<file path="src/rtl/mul_float_pkg.sv">
// mul_float_pkg: operand classification, exponent constants and flag bit positions
// shared by mul_float_core and mul_float_round.
package mul_float_pkg;

   typedef enum logic [1:0] {FP_ZERO, FP_NORMAL, FP_INF, FP_NAN} fp_class_e;

   localparam int FLAG_INEXACT   = 0;
   localparam int FLAG_UNDERFLOW = 1;
   localparam int FLAG_OVERFLOW  = 2;
   localparam int FLAG_INVALID   = 3;

   function automatic int fp_bias(input int exp_w);
      return (1 << (exp_w - 1)) - 1;
   endfunction

   function automatic int fp_exp_max(input int exp_w);
      return (1 << exp_w) - 1;
   endfunction

   // Subnormals (exp==0) classify as zero, so denormal inputs are flushed.
   function automatic fp_class_e fp_class(input logic exp_zero, input logic exp_ones,
                                          input logic fract_zero);
      if (exp_zero) return FP_ZERO;
      if (exp_ones) return fract_zero ? FP_INF : FP_NAN;
      return FP_NORMAL;
   endfunction

endpackage

</file>
<file path="src/rtl/mul_float_round.sv">
// mul_float_round: combinational normalise, round-to-nearest-even, special-case select and pack.
// With MUL_FLOAT_CORE_FLAGS_EN defined it also produces {invalid, overflow, underflow, inexact}.
module mul_float_round
   import mul_float_pkg::*;
#(
   parameter int EXP_W   = 8,
   parameter int FRACT_W = 23
) (
   input  logic [2*FRACT_W+1:0]   prod,
   input  logic [EXP_W+1:0]       exp_in,
   input  logic                   sign,
   input  logic                   invalid,
   input  logic                   inf,
   input  logic                   zero,
   output logic [EXP_W+FRACT_W:0] result
`ifdef MUL_FLOAT_CORE_FLAGS_EN
   ,output logic [3:0]            flags
`endif
);
   localparam int PW = 2 * FRACT_W + 2;
   localparam int EW = EXP_W + 2;
   localparam logic [EW-1:0] EXP_MAX = EW'(fp_exp_max(EXP_W));

   logic            hi, g, s, rnd, ovf, unf;
   logic [PW-2:0]   pn;
   logic [FRACT_W:0] fr;
   logic [EW-1:0]   e;

   always_comb begin
      hi  = prod[PW-1];
      // pn drops the leading one; the kept fraction sits at its top.
      pn  = hi ? prod[PW-2:0] : {prod[PW-3:0], 1'b0};
      g   = pn[PW-2-FRACT_W];
      s   = |pn[PW-3-FRACT_W:0];
      rnd = g & (s | pn[PW-1-FRACT_W]);
      fr  = {1'b0, pn[PW-2 -: FRACT_W]} + {{FRACT_W{1'b0}}, rnd};
      e   = exp_in + EW'(hi) + EW'(fr[FRACT_W]);
      ovf = !e[EW-1] && (e >= EXP_MAX);
      unf = e[EW-1] || (e == '0);

      result = {sign, e[EXP_W-1:0], fr[FRACT_W-1:0]};
      if (invalid)   result = {1'b0, {EXP_W{1'b1}}, 1'b1, {(FRACT_W-1){1'b0}}};
      else if (inf)  result = {sign, {EXP_W{1'b1}}, {FRACT_W{1'b0}}};
      else if (zero) result = {sign, {(EXP_W+FRACT_W){1'b0}}};
      else if (ovf)  result = {sign, {EXP_W{1'b1}}, {FRACT_W{1'b0}}};
      else if (unf)  result = {sign, {(EXP_W+FRACT_W){1'b0}}};
   end

`ifdef MUL_FLOAT_CORE_FLAGS_EN
   always_comb begin
      flags = '0;
      if (invalid) begin
         flags[FLAG_INVALID] = 1'b1;
      end else if (!inf && !zero) begin
         flags[FLAG_OVERFLOW]  = ovf;
         flags[FLAG_UNDERFLOW] = unf;
         flags[FLAG_INEXACT]   = g | s | ovf | unf;
      end
   end
`endif

endmodule

</file>
<file path="src/rtl/mul_float_core.sv">
// mul_float_core: pipelined float multiplier (capture, unpack, multiply, round/pack), latency 3.
// Define MUL_FLOAT_CORE_FLAGS_EN to add registered exception flags on oDATA_FLAGS.
module mul_float_core
   import mul_float_pkg::*;
#(
   parameter int EXP_W   = 8,
   parameter int FRACT_W = 23,
   parameter int TAG_W   = 4
) (
   input  logic                   iCLOCK,
   input  logic                   inRESET,
   input  logic                   iRESET_SYNC,
   input  logic                   iDATA_REQ,
   output logic                   oDATA_BUSY,
   input  logic [EXP_W+FRACT_W:0] iDATA_A,
   input  logic [EXP_W+FRACT_W:0] iDATA_B,
   input  logic [TAG_W-1:0]       iDATA_TAG,
   output logic                   oDATA_VALID,
   input  logic                   iDATA_BUSY,
   output logic [EXP_W+FRACT_W:0] oDATA_RESULT,
   output logic [TAG_W-1:0]       oDATA_TAG
`ifdef MUL_FLOAT_CORE_FLAGS_EN
   ,output logic [3:0]            oDATA_FLAGS
`endif
);
   localparam int W  = 1 + EXP_W + FRACT_W;
   localparam int MW = FRACT_W + 1;
   localparam int PW = 2 * MW;
   localparam int EW = EXP_W + 2;
   localparam logic [EW-1:0] BIAS = EW'(fp_bias(EXP_W));

   // Accepted operands land in a capture rank so unpacking starts from flops.
   logic             in_vld_d, in_vld_q;
   logic [W-1:0]     in_a_d, in_a_q, in_b_d, in_b_q;
   logic [TAG_W-1:0] in_tag_d, in_tag_q;

   logic             s0_vld_d, s0_vld_q, s0_sign_d, s0_sign_q;
   logic             s0_nv_d, s0_nv_q, s0_inf_d, s0_inf_q, s0_zero_d, s0_zero_q;
   logic [MW-1:0]    s0_ma_d, s0_ma_q, s0_mb_d, s0_mb_q;
   logic [EW-1:0]    s0_e_d, s0_e_q;
   logic [TAG_W-1:0] s0_tag_d, s0_tag_q;

   logic             s1_vld_d, s1_vld_q, s1_sign_d, s1_sign_q;
   logic             s1_nv_d, s1_nv_q, s1_inf_d, s1_inf_q, s1_zero_d, s1_zero_q;
   logic [PW-1:0]    s1_p_d, s1_p_q;
   logic [EW-1:0]    s1_e_d, s1_e_q;
   logic [TAG_W-1:0] s1_tag_d, s1_tag_q;

   logic             out_vld_d, out_vld_q;
   logic [W-1:0]     out_res_d, out_res_q, round_res;
   logic [TAG_W-1:0] out_tag_d, out_tag_q;
`ifdef MUL_FLOAT_CORE_FLAGS_EN
   logic [3:0]       out_flags_d, out_flags_q, round_flags;
`endif

   fp_class_e cls_a, cls_b;

   assign oDATA_BUSY = iDATA_BUSY;

   always_comb begin
      cls_a = fp_class(in_a_q[W-2 -: EXP_W] == '0, &in_a_q[W-2 -: EXP_W], in_a_q[FRACT_W-1:0] == '0);
      cls_b = fp_class(in_b_q[W-2 -: EXP_W] == '0, &in_b_q[W-2 -: EXP_W], in_b_q[FRACT_W-1:0] == '0);

      in_vld_d = in_vld_q;   in_a_d = in_a_q;       in_b_d = in_b_q;     in_tag_d = in_tag_q;
      s0_vld_d = s0_vld_q;   s0_sign_d = s0_sign_q; s0_nv_d = s0_nv_q;   s0_inf_d = s0_inf_q;
      s0_zero_d = s0_zero_q; s0_ma_d = s0_ma_q;     s0_mb_d = s0_mb_q;   s0_e_d = s0_e_q;
      s0_tag_d = s0_tag_q;
      s1_vld_d = s1_vld_q;   s1_sign_d = s1_sign_q; s1_nv_d = s1_nv_q;   s1_inf_d = s1_inf_q;
      s1_zero_d = s1_zero_q; s1_p_d = s1_p_q;       s1_e_d = s1_e_q;     s1_tag_d = s1_tag_q;
      out_vld_d = out_vld_q; out_res_d = out_res_q; out_tag_d = out_tag_q;
`ifdef MUL_FLOAT_CORE_FLAGS_EN
      out_flags_d = out_flags_q;
`endif

      if (!iDATA_BUSY) begin
         in_vld_d  = iDATA_REQ;
         in_a_d    = iDATA_A;
         in_b_d    = iDATA_B;
         in_tag_d  = iDATA_TAG;

         s0_vld_d  = in_vld_q;
         s0_sign_d = in_a_q[W-1] ^ in_b_q[W-1];
         s0_nv_d   = (cls_a == FP_NAN) || (cls_b == FP_NAN) ||
                     (cls_a == FP_ZERO && cls_b == FP_INF) || (cls_a == FP_INF && cls_b == FP_ZERO);
         s0_inf_d  = (cls_a == FP_INF) || (cls_b == FP_INF);
         s0_zero_d = (cls_a == FP_ZERO) || (cls_b == FP_ZERO);
         s0_ma_d   = {1'b1, in_a_q[FRACT_W-1:0]};
         s0_mb_d   = {1'b1, in_b_q[FRACT_W-1:0]};
         s0_e_d    = {2'b00, in_a_q[W-2 -: EXP_W]} + {2'b00, in_b_q[W-2 -: EXP_W]} - BIAS;
         s0_tag_d  = in_tag_q;

         s1_vld_d  = s0_vld_q;  s1_sign_d = s0_sign_q; s1_nv_d = s0_nv_q;
         s1_inf_d  = s0_inf_q;  s1_zero_d = s0_zero_q; s1_e_d  = s0_e_q;
         s1_p_d    = PW'(s0_ma_q) * PW'(s0_mb_q);
         s1_tag_d  = s0_tag_q;

         out_vld_d = s1_vld_q;
         out_res_d = round_res;
         out_tag_d = s1_tag_q;
`ifdef MUL_FLOAT_CORE_FLAGS_EN
         out_flags_d = round_flags;
`endif
      end

      if (iRESET_SYNC) begin
         in_vld_d = 1'b0;   in_a_d = '0;       in_b_d = '0;     in_tag_d = '0;
         s0_vld_d = 1'b0;   s0_sign_d = 1'b0;  s0_nv_d = 1'b0;  s0_inf_d = 1'b0;
         s0_zero_d = 1'b0;  s0_ma_d = '0;      s0_mb_d = '0;    s0_e_d = '0;   s0_tag_d = '0;
         s1_vld_d = 1'b0;   s1_sign_d = 1'b0;  s1_nv_d = 1'b0;  s1_inf_d = 1'b0;
         s1_zero_d = 1'b0;  s1_p_d = '0;       s1_e_d = '0;     s1_tag_d = '0;
         out_vld_d = 1'b0;  out_res_d = '0;    out_tag_d = '0;
`ifdef MUL_FLOAT_CORE_FLAGS_EN
         out_flags_d = '0;
`endif
      end
   end

   mul_float_round #(.EXP_W(EXP_W), .FRACT_W(FRACT_W)) u_round (
      .prod    (s1_p_q),
      .exp_in  (s1_e_q),
      .sign    (s1_sign_q),
      .invalid (s1_nv_q),
      .inf     (s1_inf_q),
      .zero    (s1_zero_q),
      .result  (round_res)
`ifdef MUL_FLOAT_CORE_FLAGS_EN
      ,.flags  (round_flags)
`endif
   );

   always_ff @(posedge iCLOCK or negedge inRESET) begin
      if (!inRESET) begin
         in_vld_q <= 1'b0;  in_a_q <= '0;       in_b_q <= '0;     in_tag_q <= '0;
         s0_vld_q <= 1'b0;  s0_sign_q <= 1'b0;  s0_nv_q <= 1'b0;  s0_inf_q <= 1'b0;
         s0_zero_q <= 1'b0; s0_ma_q <= '0;      s0_mb_q <= '0;    s0_e_q <= '0;   s0_tag_q <= '0;
         s1_vld_q <= 1'b0;  s1_sign_q <= 1'b0;  s1_nv_q <= 1'b0;  s1_inf_q <= 1'b0;
         s1_zero_q <= 1'b0; s1_p_q <= '0;       s1_e_q <= '0;     s1_tag_q <= '0;
         out_vld_q <= 1'b0; out_res_q <= '0;    out_tag_q <= '0;
`ifdef MUL_FLOAT_CORE_FLAGS_EN
         out_flags_q <= '0;
`endif
      end else begin
         in_vld_q <= in_vld_d;   in_a_q <= in_a_d;       in_b_q <= in_b_d;     in_tag_q <= in_tag_d;
         s0_vld_q <= s0_vld_d;   s0_sign_q <= s0_sign_d; s0_nv_q <= s0_nv_d;   s0_inf_q <= s0_inf_d;
         s0_zero_q <= s0_zero_d; s0_ma_q <= s0_ma_d;     s0_mb_q <= s0_mb_d;   s0_e_q <= s0_e_d;
         s0_tag_q <= s0_tag_d;
         s1_vld_q <= s1_vld_d;   s1_sign_q <= s1_sign_d; s1_nv_q <= s1_nv_d;   s1_inf_q <= s1_inf_d;
         s1_zero_q <= s1_zero_d; s1_p_q <= s1_p_d;       s1_e_q <= s1_e_d;     s1_tag_q <= s1_tag_d;
         out_vld_q <= out_vld_d; out_res_q <= out_res_d; out_tag_q <= out_tag_d;
`ifdef MUL_FLOAT_CORE_FLAGS_EN
         out_flags_q <= out_flags_d;
`endif
      end
   end

   assign oDATA_VALID  = out_vld_q;
   assign oDATA_RESULT = out_res_q;
   assign oDATA_TAG    = out_tag_q;
`ifdef MUL_FLOAT_CORE_FLAGS_EN
   assign oDATA_FLAGS  = out_flags_q;
`endif

endmodule

</file>
<file path="config.mk">
export PLATFORM = sky130hd
export DESIGN_NAME = mul_float_core
export DESIGN_NICKNAME = d
export VERILOG_FILES = /design/src/rtl/mul_float_pkg.sv /design/src/rtl/mul_float_round.sv /design/src/rtl/mul_float_core.sv
export SDC_FILE = /design/constraint.sdc
export NUM_CORES = 2
export LEC_CHECK = 0
export CAP_MARGIN = 20
export CORE_MARGIN = 8
export CORE_UTILIZATION = 36
export CTS_CLUSTER_DIAMETER = 100
export DETAILED_ROUTE_END_ITERATION = 12
export HOLD_SLACK_MARGIN = 0.08
export PLACE_DENSITY = 0.63
export SLEW_MARGIN = 0
export SYNTH_ARGS = -nofsm -noshare
export SYNTH_HDL_FRONTEND = slang
export SYNTH_HIERARCHICAL = 1
export SYNTH_SLANG_ARGS = --single-unit
</file>
<file path="constraint.sdc">
create_clock -name iCLOCK -period 7.03 [get_ports iCLOCK]
set_input_delay 1.406 -clock iCLOCK [delete_from_list [all_inputs] [get_ports iCLOCK]]
set_output_delay 1.406 -clock iCLOCK [all_outputs]
set_load 0.01 [all_outputs]
</file>
## Word-level counts from Yosys, hierarchy flattened

Index checks and enable logic that the tools add are counted.

| word-level totals | value |
|---|---|
| bits in registers | 240 |
| bits of input ports | 73 |
| output and inout port bits | 38 |
| logic and storage cells | 129 |

| cells by class | value |
|---|---|
| add/sub/neg operators | 5 |
| multiply operators | 1 |
| order comparisons | 1 |
| eq/ne operators | 5 |
| mux-type cells | 70 |
| bitwise operators | 3 |
| reductions and logical operators | 20 |

Operators with widths:

| operator | number |
|---|---|
| 2-to-1 mux 32 bit | 7 |
| 2-to-1 mux 31 bit | 4 |
| 2-to-1 mux 24 bit | 4 |
| 2-to-1 mux 48 bit | 2 |
| multiplier 24 x 24 -> 48 bit | 1 |
| 2-to-1 mux 47 bit | 1 |
| zero test 23 bit | 2 |
| 2-to-1 mux 10 bit | 4 |
| 2-to-1 mux 1 bit | 32 |
| 2-to-1 mux 4 bit | 8 |
| adder 23 x 1 -> 24 bit | 1 |
| OR reduction 23 bit | 1 |
| adder 10 x 1 -> 10 bit | 2 |
| zero test 8 bit | 2 |
| 2-to-1 mux 2 bit | 8 |
| AND reduction 8 bit | 2 |
| >= comparator 10 x 8 -> 1 bit, second input constant | 1 |
| zero test 10 bit | 1 |
| subtractor 9 x 7 -> 10 bit, second input constant | 1 |
| adder 8 x 8 -> 9 bit | 1 |
| == test 2 bit, second input constant | 4 |
| logical OR 1 bit | 6 |
| zero test 2 bit | 2 |
| logical AND 1 bit | 3 |
| other kinds (5) | 5 |

## Longest topological paths before layout

| logic depth | value |
|---|---|
| word-level depth | 15 |
| gate-level depth with buffers | 28 |
| gate-level depth less buffers | 25 |

## Modules after synthesis

Netlist, hierarchy kept.

By module, submodules not included:

| module | instances | cells each | area an instance (um2) | sequential area each (um2) |
|---|---|---|---|---|
| mul_float_core | 1 | 3108 | 29210.5 | 5980.7 |
| mul_float_round | 1 | 280 | 1963.1 | 0.0 |

## Worst setup path before layout

No wires, ideal clock.

| timing | value |
|---|---|
| kind | register to register |
| start point | register s0_mb_q[3] |
| end point | register s1_p_q[47] |
| library setup time | 0.126 ns |
| arrival | 6.838 ns |
| data required time | 6.904 ns |
| path slack | 0.066 ns |
| stages on the path, launching flop included | 29 |
| path buffers | 3 |
| clock period less this slack | 6.964 ns |
| cell sequence | dfrtp_1 clkbuf_1 clkbuf_1 nand2_1 fa_1 inv_1 fa_1 inv_1 fa_1 inv_1 fa_1 inv_1 fa_1 inv_1 fa_1 inv_1 fa_1 inv_1 ha_1 buf_6 a21oi_1 o21bai_4 a2111oi_4 nor2_1 nor3_4 o31ai_2 a31o_1 a21o_1 a221o_1 |

| between the ends | value |
|---|---|
| word-level cells in the longest chain between the ends | 3 |

Ends and longest elaborated chain:

| what | RTL line | source |
|---|---|---|
| start, declared | mul_float_core.sv:39 | `logic [MW-1:0] s0_ma_d, s0_ma_q, s0_mb_d, s0_mb_q;` |
| start signal, assigned | mul_float_core.sv:135 | `s0_zero_q <= 1'b0; s0_ma_q <= '0; s0_mb_q <= '0; s0_e_q <= '0; s0_tag_q <= '0;` |
| start signal, assigned | mul_float_core.sv:145 | `s0_zero_q <= s0_zero_d; s0_ma_q <= s0_ma_d; s0_mb_q <= s0_mb_d; s0_e_q <= s0_e_d;` |
| multiplier 24 x 24 -> 48 bit | mul_float_core.sv:94 | `s1_p_d = PW'(s0_ma_q) * PW'(s0_mb_q);` |
| 2-to-1 mux 48 bit | mul_float_core.sv:75 | `if (!iDATA_BUSY) begin` |
| 2-to-1 mux 48 bit | mul_float_core.sv:105 | `if (iRESET_SYNC) begin` |
| end signal, assigned | mul_float_core.sv:137 | `s1_zero_q <= 1'b0; s1_p_q <= '0; s1_e_q <= '0; s1_tag_q <= '0;` |
| end signal, assigned | mul_float_core.sv:148 | `s1_zero_q <= s1_zero_d; s1_p_q <= s1_p_d; s1_e_q <= s1_e_d; s1_tag_q <= s1_tag_d;` |
| end, declared | mul_float_core.sv:45 | `logic [PW-1:0] s1_p_d, s1_p_q;` |

No other way between the ends. The select of a mux whose other input is x is not followed.
A chain may end at the register's enable or synchronous reset.

## Worst setup path after layout

| timing | value |
|---|---|
| start point | register s0_mb_q[0] |
| end point | register s1_p_q[47] |

The elaborated chain is that of the path after synthesis.

==> results_dict.tcl <==
set metrics [dict create \
    run_status "completed" \
    ys_ff_latch 239 \
    finalWirelength_um 80300 \
    peakVddDrop_uv 174 \
    grt_pass1_wl_um 133000 \
    setup_violations 0 \
    synthCells 3388 \
    maxClockFrequency_ghz 0.146 \
    whs_ns 0.513 \
    syn_avg_cell_area_um2 9.20 \
    grt_max_degree 131 \
    ys_dominant_reg_cell "dfrtp_1" \
    powerDensity_nw_per_um2 111 \
    place_area_um2 33800 \
    intPower_uw 2750 \
    syn-num-nets 4136 \
    h-tree-depth 2 \
    drtIter0Drc 1329 \
    synth_commonest_cells "inv_1, fa_1, nand2_1" \
    viasPerCell 4.99 \
    synth.area.top_cells "fa_1, dfrtp_1, ha_1" \
    die_w_um 310 \
    relSlewSlack 0.300 \
    critical_path_class "register to register" \
    pin_count 111 \
    cts.clk_slew.worst_paths_ns 0.06 \
    cp_data_arrival_time_ns 7.26 \
    synth_edf_count 0 \
    pwr-share-seq 0.390 \
    antenna_found_initial 1 \
    design_area_um2 35200 \
    gr-total-overflow 0 \
    cts_buffers 34 \
    clkSinkCount 239 \
    yosys.cell_count.top_type "inv_1" \
    tightest_slew_ns 1.05 \
    drc_errors 0 \
    post-route-period-util 0.972 \
    async_flop_share 1.00 \
    synth.distinct_cells 78 \
    end_kind "register" \
    skew_ns 0.0216 \
    slew_violations 0 \
    cts_root_buf "clkbuf_16" \
    ant_nets 0 \
    wire_per_inst_um 17.3 \
    sw_frac_of_total 0.294 \
    grt_usage 0.171 \
    switchingPower_uw 1150 \
    yosys_warnings 6 \
    clkPwrFrac 0.448 \
    combPwrFrac 0.161 \
    p_leak_uw 0.0172 \
    finalHoldViolations 0 \
    tritoncts "yes" \
    fin_ws_ns 0.200 \
    rsz0062_at_grt "true" \
    drive_above_1_share 0.0756 \
    die_h_um 310 \
    hpwlAfterDp_um 64200 \
    dieArea_um2 96300 \
    worst_skew_pair.late_latency_ns 0.54 \
    gp_congestion 0.899 \
    port-buffer-count 110 \
    cts_hold_buffers 0 \
    yosysSeqAreaShare 0.192 \
    synth_top_area_frac 0.311 \
    core_um2 86300 \
    place_ws_ns 0.0112 \
    initial_utilization 0.361 \
    dr.pass1.iters 7 \
    num_vias 23100 \
    grt_pass1_vias 24300 \
    worstSetupStartpointType "register" \
    min_path_type "register to register" \
    worstPathRequired_ns 7.46 \
    clockBufferDepth 3 \
    yosysTopAreaCell "fa_1" \
    rows 108 \
    post-route-min-period_ns 6.83 \
    cap_viol_max_count 0 \
    finalNetCount 4202 \
    fin_tns_setup_ns 0 \
    area_delta_synth_final_pct 12.9 \
    synthesis.area_um2 31200 \
    critPathMaxFanout 5 \
]
==> area by class of cell <==
type / instances / area, µm²
antenna: 1 / 2.50
clock buffer: 47 / 950
clock inverter: 13 / 174
fill: 8540 / 51200
inverter: 598 / 2240
multi-input combinational: 2352 / 22300
sequential: 239 / 6030
tap: 1155 / 1450
timing repair buffer: 229 / 2100
==> critical path, cell delays in order (launching register included) <==
cell and delay (ns):
dfrtp_2 0.44, buf_2 0.16, and2_1 0.18, fa_1 0.51, fa_1 0.55, inv_1 0.06, fa_1 0.49, fa_1 0.51
inv_1 0.06, fa_1 0.51, fa_1 0.53, inv_1 0.06, fa_1 0.47, inv_1 0.04, ha_1 0.30, a21o_1 0.19
o21bai_4 0.18, a2111oi_4 0.33, nor2_1 0.10, nor3_4 0.19, o31ai_2 0.11, a31o_1 0.26, a21o_1 0.17, a221o_1 0.30
==> metrics by stage <==
step                total power [µW]   util  cells
floorplan                       1890      -   3388
global placement                2160  0.392   4565
detailed placement              2170  0.392   4566
CTS                             3940  0.405   4626
global route                    4070  0.408   4633
finish                          3890  0.408   4634
==> logic make-up after synthesis <==
logic type,synth area share
and+or+nand+nor,0.173
DFF,0.192
xor gates and xnor gates,0.0185
adders and majority gates,0.387
muxes,0.0687
AOI/OAI and AO/OA,0.0631
buffers and inverters,0.0978
==> timing repair <==
action	in CTS	in global routing
endpoints found under the setup margin	1	22
endpoints found under the hold margin	0	0
gates resized for setup	1	56
pin swaps	0	6
buffers inserted	0	7
==> sequential cells by signal, indices dropped and copies added, names as in the netlist, 10 cells and up <==
| signal | flops |
|---|---|
| s0_mb_q | 24 |
| s1_e_q | 10 |
| oDATA_RESULT | 32 |
| in_a_q | 32 |
| s0_ma_q | 23 |
| s1_p_q | 48 |
| s0_e_q | 10 |
| in_b_q | 32 |
==> power by group through the flow <==
stage	Clock [µW]	Combinational, µW	Sequential (µW)
5_1_grt	1850	699	1530
6_report	1750	628	1520
4_1_cts	1790	629	1520
3_3_place_gp	0	618	1540
3_5_place_dp	0	625	1540
2_1_floorplan	0	403	1490
==> layer usage <==
metal / GRT usage / wire length (µm) / vias to the layer above
li1: - / - / 10700
met1: 0.226 / 34800 / 11800
met2: 0.294 / 39600 / 556
met3: 0.0207 / 3470 / 135
met4: 0.0490 / 2360 / 0
met5: 0 / 0 / -
==> placed cells by master (no fill, tap or decap), types with 7 or more instances in the layout <==
cell,netlist,final
o211ai_1,10,10
inv_1,596,596
clkdlybuf4s50_1,0,107
nor2b_1,11,11
nor4_1,29,29
clkbuf_16,0,34
nand4_1,22,22
or3_1,8,8
a31oi_1,8,7
dfrtp_1,239,207
ha_1,191,187
clkbuf_1,162,8
dfrtp_2,0,30
xor2_1,15,15
xnor2_1,51,51
buf_4,2,106
and2_1,284,284
o21bai_1,14,14
nor2_1,275,274
a21o_1,25,25
o31ai_1,10,10
nor3_1,24,24
a2111oi_2,9,8
a211oi_1,11,11
and3_1,13,13
mux2_2,8,8
fa_1,484,484
mux2i_1,205,205
o21ai_0,44,42
nand3_1,27,27
nand2_1,382,382
a21oi_1,90,88
==> worst paths after layout <==
check / from / endpoint / slack [ns] / cells after the start
worst max-delay path: s0_mb_q[0]$_DFFE_PN0P_ / s1_p_q[47]$_DFFE_PN0P_ / 0.20 / 23
worst min register to register: s0_sign_q$_DFFE_PN0P_ / s0_sign_q$_DFFE_PN0P_ / 0.51 / 2
max in group asynchronous: inRESET / s0_mb_q[8]$_DFFE_PN0P_ / 4.80 / 2
min in group asynchronous: inRESET / s1_tag_q[2]$_DFFE_PN0P_ / 0.90 / 1
worst max register to register: s0_mb_q[0]$_DFFE_PN0P_ / s1_p_q[47]$_DFFE_PN0P_ / 0.20 / 23
worst min-delay path: s0_sign_q$_DFFE_PN0P_ / s0_sign_q$_DFFE_PN0P_ / 0.51 / 2
No activity file was read; power rests on OpenSTA's default activity.
